<file path="src/rtl/serial_frame_source.sv">
// Parallel-to-serial frame source: shifts each accepted word out LSB-first with frame strobes and an idle gap.
// Optional trailing even-parity bit when SER_PARITY_BIT_EN is defined.
module serial_frame_source #(
    parameter int WIDTH      = 8,
    parameter int GAP_CYCLES = 1
) (
    input  logic             clk,
    input  logic             reset,
    input  logic [WIDTH-1:0] in_data,
    input  logic             in_valid,
    output logic             in_ready,
    output logic             x,
    output logic             x_valid,
    output logic             frame_start,
    output logic             frame_end,
    output logic             busy
);

    localparam int BW = $clog2(WIDTH);
    localparam logic [BW-1:0] LAST = BW'(WIDTH - 1);
    localparam logic [3:0] GAP_LOAD = 4'((GAP_CYCLES > 0) ? GAP_CYCLES - 1 : 0);

    typedef enum logic [1:0] {
        IDLE  = 2'd0,
        SHIFT = 2'd1,
        GAP   = 2'd2
`ifdef SER_PARITY_BIT_EN
        ,
        PAR   = 2'd3
`endif
    } state_t;

    localparam state_t EXIT = (GAP_CYCLES > 0) ? GAP : IDLE;

    state_t state;
    state_t nxt;

    logic [WIDTH-1:0] sreg;
    logic [BW-1:0]    bcnt;
    logic [3:0]       gcnt;
`ifdef SER_PARITY_BIT_EN
    logic             par;
`endif

    always_ff @(posedge clk or posedge reset) begin
        if (reset) state <= IDLE;
        else       state <= nxt;
    end

    always_comb begin
        nxt = state;
        unique case (state)
            IDLE:  if (in_valid) nxt = SHIFT;
`ifdef SER_PARITY_BIT_EN
            SHIFT: if (bcnt == LAST) nxt = PAR;
            PAR:   nxt = EXIT;
`else
            SHIFT: if (bcnt == LAST) nxt = EXIT;
`endif
            GAP:   if (gcnt == 4'd0) nxt = IDLE;
            default: nxt = IDLE;
        endcase
    end

    // Datapath; the gap count is loaded on the last data bit and survives PAR untouched.
    always_ff @(posedge clk or posedge reset) begin
        if (reset) begin
            sreg <= '0;
            bcnt <= '0;
            gcnt <= 4'd0;
`ifdef SER_PARITY_BIT_EN
            par  <= 1'b0;
`endif
        end else begin
            unique case (state)
                IDLE: if (in_valid) begin
                    sreg <= in_data;
                    bcnt <= '0;
`ifdef SER_PARITY_BIT_EN
                    par  <= ^in_data;
`endif
                end
                SHIFT: begin
                    sreg <= sreg >> 1;
                    bcnt <= bcnt + 1'b1;
                    if (bcnt == LAST) gcnt <= GAP_LOAD;
                end
                GAP: if (gcnt != 4'd0) gcnt <= gcnt - 4'd1;
                default: ;
            endcase
        end
    end

    always_comb begin
        in_ready    = (state == IDLE) && !reset;
        x           = 1'b0;
        x_valid     = 1'b0;
        frame_start = 1'b0;
        frame_end   = 1'b0;
        busy        = 1'b0;
        unique case (state)
            SHIFT: begin
                x           = sreg[0];
                x_valid     = 1'b1;
                busy        = 1'b1;
                frame_start = (bcnt == '0);
`ifndef SER_PARITY_BIT_EN
                frame_end   = (bcnt == LAST);
`endif
            end
`ifdef SER_PARITY_BIT_EN
            PAR: begin
                x         = par;
                x_valid   = 1'b1;
                busy      = 1'b1;
                frame_end = 1'b1;
            end
`endif
            GAP:     busy = 1'b1;
            default: ;
        endcase
    end

endmodule

</file>
<file path="config.mk">
export PLATFORM = sky130hd
export DESIGN_NAME = serial_frame_source
export DESIGN_NICKNAME = d
export VERILOG_FILES = /design/src/rtl/serial_frame_source.sv
export SDC_FILE = /design/constraint.sdc
export NUM_CORES = 1
export LEC_CHECK = 0
export CORE_MARGIN = 2
export CORE_UTILIZATION = 41
export CTS_CLUSTER_DIAMETER = 60
export DETAILED_ROUTE_END_ITERATION = 10
export PLACE_DENSITY = 0.73
export SLEW_MARGIN = 20
export SYNTH_ARGS = -nofsm -noshare
export SYNTH_HDL_FRONTEND = slang
export SYNTH_SLANG_ARGS = --single-unit
</file>
<file path="constraint.sdc">
create_clock -name clk -period 4.6 [get_ports clk]
set_input_delay 1.15 -clock clk [delete_from_list [all_inputs] [get_ports clk]]
set_output_delay 1.15 -clock clk [all_outputs]
set_load 0.01 [all_outputs]
</file>
==> results of run 1 <==
## area by class of cell
type	count	area (µm²)
Sequential cell	17	425
Inverter	13	48.8
Fill cell	264	1370
Timing Repair Buffer	16	160
Tap cell	31	38.8
Clock buffer	4	26.3
Multi-Input combinational cell	84	638
## registers in the layout (all words and copies together) (netlist names)
| name | cells |
|---|---|
| sreg | 8 |
| state | 2 |
| gcnt | 4 |
| bcnt | 3 |
## layer usage
metal | wire, µm | vias to the layer above
li1 | - | 474
met1 | 1000 | 464
met2 | 1210 | 19
met3 | 56 | 6
met4 | 31 | 0
met5 | 0 | -
## cells in the final DEF, fill, tap and decap left out, types with 3 or more instances in the layout
master | Yosys | layout
sky130_fd_sc_hd__a21oi_1 | 8 | 8
sky130_fd_sc_hd__nand3b_1 | 3 | 3
sky130_fd_sc_hd__dfrtp_1 | 17 | 17
sky130_fd_sc_hd__mux2_2 | 7 | 7
sky130_fd_sc_hd__nor3b_1 | 4 | 4
sky130_fd_sc_hd__nor2b_1 | 4 | 4
sky130_fd_sc_hd__mux2i_1 | 4 | 4
sky130_fd_sc_hd__o22ai_1 | 16 | 16
sky130_fd_sc_hd__o21ai_0 | 4 | 4
sky130_fd_sc_hd__ha_1 | 7 | 7
sky130_fd_sc_hd__clkdlybuf4s50_1 | 0 | 16
sky130_fd_sc_hd__and2_1 | 3 | 3
sky130_fd_sc_hd__clkbuf_4 | 0 | 3
sky130_fd_sc_hd__nand2_1 | 3 | 3
sky130_fd_sc_hd__inv_1 | 13 | 13
## stage by stage
step                utilization (%)  hold WS (ps)  power [µW]
floorplan                         -           495         591
global placement               48.4           510         675
detailed placement             48.4           521         707
CTS                            49.4           544         787
global route                   49.4           575         844
finish                         49.4           537         777
## how the worst min path moves through the flow
stage,start,to,slack [ps],cells past startpoint
finish,state[1],state[1],540,1
global route,state[1],state[1],580,1
CTS,state[1],state[1],540,1
detailed placement,state[1],state[1],520,1
global placement,state[0],state[0],510,1
floorplan,state[1],state[1],490,1
## worst max-delay path: stages, from the launching register on
cell	delay, ps
sky130_fd_sc_hd__dfrtp_1	400
sky130_fd_sc_hd__inv_1	80
sky130_fd_sc_hd__ha_1	790
sky130_fd_sc_hd__and2_1	230
sky130_fd_sc_hd__clkdlybuf4s50_1	530
## report_power, final
group          internal [µW]  switching, µW
Combinational            218            222
Sequential               206           53.0
Clock                   33.6           44.4
## logic make-up (layout without fill, tap and decap cells)
kind of cell / Yosys count / in the layout / share of synthesized area, %
simple gates: 24 / 24 / 12.9
fa+ha+maj: 7 / 7 / 7.59
compound gates: 41 / 41 / 23.8
mux: 11 / 11 / 10.3
xor+xnor: 1 / 1 / 0.759
flops: 17 / 17 / 36.9
buf+inv: 21 / 33 / 7.81
==> flow_metrics.py, run 1 <==
metrics = {
    "run_status": {
        "run_status": "completed",
    },
    "timing": {
        "report.final.setup_viol": 0,
        "worst-slew-pin-transition_ps": 964,
        "hold_viol": 0,
        "maxClockFrequency_mhz": 287,
        "timing.final.ws_setup_ps": 1120,
        "slew-limit-headroom_pct": 35.8,
        "sum_neg_setup_slack_ps": 0,
        "final_period_demand_of_the_worst_path_ps": 3480,
        "grt_setup_unrepaired": "false",
        "final-max-slew-violation-count": 0,
        "final.setup_skew_ps": 1.48,
        "finalCritPeriodShare_pct": 75.6,
    },
    "logic_synthesis": {
        "synth_top_area_share_pct": 36.9,
        "post-synth-top-area-cell": "sky130_fd_sc_hd__dfrtp_1",
        "synth.most_common_cell": "sky130_fd_sc_hd__dfrtp_1",
        "synth_async_sr_flop_share_pct": 100,
        "synthTopCellsByArea": "sky130_fd_sc_hd__dfrtp_1, sky130_fd_sc_hd__o22ai_1, sky130_fd_sc_hd__ha_1, sky130_fd_sc_hd__mux2_2, sky130_fd_sc_hd__inv_1",
        "yosys_warnings": 0,
        "syn_nets": 140,
        "synthesis.area_per_instance_um2": 9.46,
        "synth_sequential_area_ratio_pct": 36.9,
        "synthesis.area_mm2": 0.00115,
        "post_synth_most_frequent_cells": "sky130_fd_sc_hd__dfrtp_1, sky130_fd_sc_hd__o22ai_1, sky130_fd_sc_hd__inv_1, sky130_fd_sc_hd__a21oi_1",
        "postSynthRegisterBits": 17,
        "postSynthCellCount": 122,
        "number_of_flops_mapped_to_enable_cells_by_yosys": 0,
        "unique_masters_post_synth": 30,
        "ys.flop_type": "sky130_fd_sc_hd__dfrtp_1",
    },
    "global_route": {
        "grt_pass1_wl_um": 3990,
        "grt_antenna_before_repair": 0,
        "maximum_number_of_pins_on_one_net_before_global_route_repair": 28,
        "grt_remaining_overflow": 0,
        "grt.met3_usage_pct": 1.81,
        "globalRoute.busiestLayer": "met2",
        "global_route.usage.total_pct": 15.4,
        "grt_pass1_vias": 938,
        "global_routing_met2_resource_utilization_pct": 28.6,
        "grt.met1_usage_pct": 17.7,
    },
    "floorplan": {
        "pin_count": 17,
        "floorplan.die_area_mm2": 0.00325,
        "floorplan.initialDensity_pct": 42.6,
        "die_height_um": 57.0,
        "coreArea_mm2": 0.00271,
        "core.rowCount": 19,
        "die_w_um": 57.0,
    },
    "place": {
        "io_buffers": 16,
        "place.gp.congestion": 0.781,
        "dpl.cell_count": 161,
        "dpl.hpwl_um": 1680,
        "place_ws_ps": 1190,
        "postPlaceCellArea_mm2": 0.00131,
    },
    "critical_path": {
        "worst_r2r_startpoint": "state[1]",
        "setup.worst_path.start": "state[1]",
        "timing.critical_path.arrival_ps": 2330,
        "critical_path.endpoint_type": "output pin",
        "worstReg2RegEnd": "gcnt[2]",
        "internal_reg_to_reg_setup_slack_ps": 2390,
        "timing.critical_path.to": "frame_end",
        "criticalPathCategory": "reg2out",
        "reg2reg_depth": 5,
        "critical_path_peak_fanout": 27,
        "worstSetupStartpointType": "flip-flop",
        "worst_ep_required_time_ps": 3450,
    },
    "detailed_routing": {
        "routed_len_inst_um": 13.9,
        "num_vias": 963,
        "remaining_drc_errors": 0,
        "tritonroute_pass_1_iters": 4,
        "avgViaCountPerCell": 5.84,
        "routed_wl_um": 2300,
        "antenna_left": 0,
        "first_iter_violations": 8,
    },
    "final_layout": {
        "layout-area-overhead-vs-synth_pct": 15.9,
        "fin_area_mm2": 0.00134,
        "finalNonFillerCells": 165,
        "num_antenna_cells": 0,
        "share_of_cells_above_drive_strength_1_pct": 9.70,
        "final_nets": 153,
    },
    "power": {
        "pwr_density_cell_mw_per_mm2": 581,
        "power.leakage_uw": 0.000533,
        "ir_worst_vdd_uv": 423,
    },
    "job": {
        "drv.max_cap_violation_count": 0,
    },
    "cts": {
        "tritoncts_num_sinks": 17,
        "clockBufferDepth": 2,
        "tritoncts_clock_tree": "built",
        "insertion_delay_ps": 280,
        "worst_setup_hold_path_clk_slew_ps": 90,
        "ctsHoldBuffers": 0,
        "cts-root-buf": "sky130_fd_sc_hd__clkbuf_4",
        "cts_made_buffers": 3,
        "ctsHtreeMaxLevel": 1,
        "cts_post_setup_buffers_inserted": 0,
        "quantity_of_gates_resized_following_cts": 0,
    },
    "min_path": {
        "min_path_type": "reg2reg",
    },
}
No activity file was read; power rests on OpenSTA's default activity.
==> run 2: changes to the inputs <==
- clock period: 4.6 -> 3.4 ns (I/O delays scaled with it)
==> run 2 against run 1 <==
Against the previous run:
- clock skew up 4.1 ps
- non-clock buffer count up 3
- combinational power is 38% higher
- core utilization grew 0.83 points
- sequential share of layout area decreased by 0.53 points
==> flow_metrics.py, run 2 (synthesis results as in run 1) <==
metrics = {
    "cts": {
        "insertion_delay_ps": 290,
        "cts_post_setup_buffers_inserted": 0,
        "quantity_of_gates_resized_following_cts": 0,
        "cts-root-buf": "sky130_fd_sc_hd__clkbuf_4",
        "clockBufferDepth": 2,
        "tritoncts_clock_tree": "built",
        "worst_setup_hold_path_clk_slew_ps": 110,
        "ctsHoldBuffers": 0,
        "cts_made_buffers": 3,
        "ctsHtreeMaxLevel": 1,
        "tritoncts_num_sinks": 17,
    },
    "detailed_routing": {
        "wirelength_met1_um": 1050,
        "tritonroute_pass_1_iters": 4,
        "wl_met3_um": 74,
        "first_iter_violations": 9,
        "remaining_drc_errors": 0,
        "top_signal_layer_used": "met4",
        "detail_route_met2_wl_um": 1280,
        "routed_len_inst_um": 14.5,
        "antenna_left": 0,
        "num_vias": 985,
        "avgViaCountPerCell": 5.86,
        "routed_wl_um": 2430,
    },
    "critical_path": {
        "worstSetupStartpointType": "flip-flop",
        "worst_ep_required_time_ps": 2550,
        "worstReg2RegEnd": "gcnt[2]",
        "critical_path.endpoint_type": "output pin",
        "timing.critical_path.arrival_ps": 1940,
        "slowest_delay_ps": 540,
        "timing.critical_path.cells": "inv_1 -> ha_1 -> buf_4 -> and2_1 -> clkdlybuf4s50_1",
        "criticalPathCategory": "reg2out",
        "critical_path_peak_fanout": 27,
        "crit_path_top_delay_cell": "sky130_fd_sc_hd__clkdlybuf4s50_1",
        "reg2reg_depth": 6,
        "internal_reg_to_reg_setup_slack_ps": 1560,
        "worst_r2r_startpoint": "state[1]",
    },
    "floorplan": {
        "pin_count": 17,
        "floorplan.die_area_mm2": 0.00325,
        "floorplan.initialDensity_pct": 42.6,
        "die_w_um": 57.0,
        "coreArea_mm2": 0.00271,
        "core.rowCount": 19,
        "die_height_um": 57.0,
    },
    "final_layout": {
        "fin_area_mm2": 0.00136,
        "fillers": 265,
        "share_of_cells_above_drive_strength_1_pct": 11.7,
        "largest-register": "sreg",
        "most_common_cell_after_layout_fill_and_taps_aside": "sky130_fd_sc_hd__dfrtp_1",
        "final_nets": 156,
        "largest_registers_ranked_by_flip_flop_count": "sreg: 8 flops, gcnt: 4 flops, bcnt: 3 flops",
        "largest_register_ffs": 8,
        "layout-area-overhead-vs-synth_pct": 17.9,
        "layout_common_cells": "sky130_fd_sc_hd__dfrtp_1, sky130_fd_sc_hd__o22ai_1, sky130_fd_sc_hd__clkdlybuf4s50_1, sky130_fd_sc_hd__inv_1, sky130_fd_sc_hd__a21oi_1",
        "num_antenna_cells": 0,
    },
    "global_route": {
        "global_route.usage.total_pct": 16.7,
        "grt_antenna_before_repair": 0,
        "grt_pass1_vias": 1046,
        "grt_pass1_wl_um": 4390,
        "grt_remaining_overflow": 0,
        "maximum_number_of_pins_on_one_net_before_global_route_repair": 28,
    },
    "run_status": {
        "run_status": "completed",
    },
    "job": {
        "drv.max_cap_violation_count": 0,
    },
    "min_path": {
        "timing.hold.worst.start": "state[0]",
        "min_path_type": "reg2reg",
        "worst_hold_path.endpoint": "state[0]",
        "timing.hold.worst_path_depth": 1,
    },
    "timing": {
        "maxClockFrequency_mhz": 359,
        "final.setup_skew_ps": 5.56,
        "worst-slew-pin-transition_ps": 683,
        "final_period_demand_of_the_worst_path_ps": 2790,
        "slew-limit-headroom_pct": 54.4,
        "hold_viol": 0,
        "sum_neg_setup_slack_ps": 0,
        "report.final.setup_viol": 0,
        "grt_setup_unrepaired": "false",
        "final-max-slew-violation-count": 0,
        "finalCritPeriodShare_pct": 82.0,
    },
    "power": {
        "power.leakage_uw": 0.000547,
        "ir_worst_vdd_uv": 458,
        "pwr_density_cell_mw_per_mm2": 784,
    },
    "place": {
        "place.gp.congestion": 0.819,
        "dpl.hpwl_um": 1760,
        "io_buffers": 16,
        "postPlaceCellArea_mm2": 0.00133,
    },
}
-- run 2: worst max-delay path by stage --
stage	cells after the start	start	to	slack (ps)
floorplan	7	state[1]	frame_start	1180
global placement	3	reset	in_ready	630
detailed placement	3	reset	in_ready	620
CTS	6	state[1]	frame_start	600
global route	6	state[1]	frame_start	510
finish	5	state[1]	x	610
-- run 2: through the flow --
stage	power [µW]	utilization (%)	setup slack, ps	cells	hold slack, ps
2_1_floorplan	800	-	1180	122	495
3_3_place_gp	922	49.2	631	164	510
3_5_place_dp	962	49.2	624	164	520
4_1_cts	1070	50.2	598	168	544
5_1_grt	1170	50.2	509	168	572
6_report	1070	50.2	612	168	540
-- run 2: worst max-delay path: cells and delay by family, from the launching register on --
kind / cells / cell delay (ps)
buffers and inverters: 3 / 920
flip-flops: 1 / 420
AND/OR/NAND/NOR: 1 / 180
adder cells (fa/ha/maj): 1 / 140
-- run 2: area by class of cell --
| cell class | instances | area (µm²) | share of cell area, % |
|---|---|---|---|
| well taps | 31 | 38.8 | 2.85 |
| flip-flops and latches | 17 | 425 | 31.3 |
| multi-input cells | 84 | 638 | 46.9 |
| repair buffers | 19 | 183 | 13.4 |
| inverters | 13 | 48.8 | 3.59 |
| clock buffers | 4 | 26.3 | 1.93 |
-- run 2: power breakdown --
| part | total [µW] | leakage [µW] | switching [µW] | internal [µW] |
|---|---|---|---|---|
| clock network | 111 | 0.0000150 | 65.8 | 45.6 |
| registers | 346 | 0.000210 | 68.6 | 278 |
| logic | 609 | 0.000322 | 305 | 303 |
| total | 1070 | 0.000547 | 440 | 627 |
-- run 2: metal layers --
layer  global-route usage (%)  vias to the layer above
met5                        0                        -
met3                     2.27                        4
li1                         -                      481
met4                     7.31                        0
met2                     30.5                       22
met1                     19.2                      478
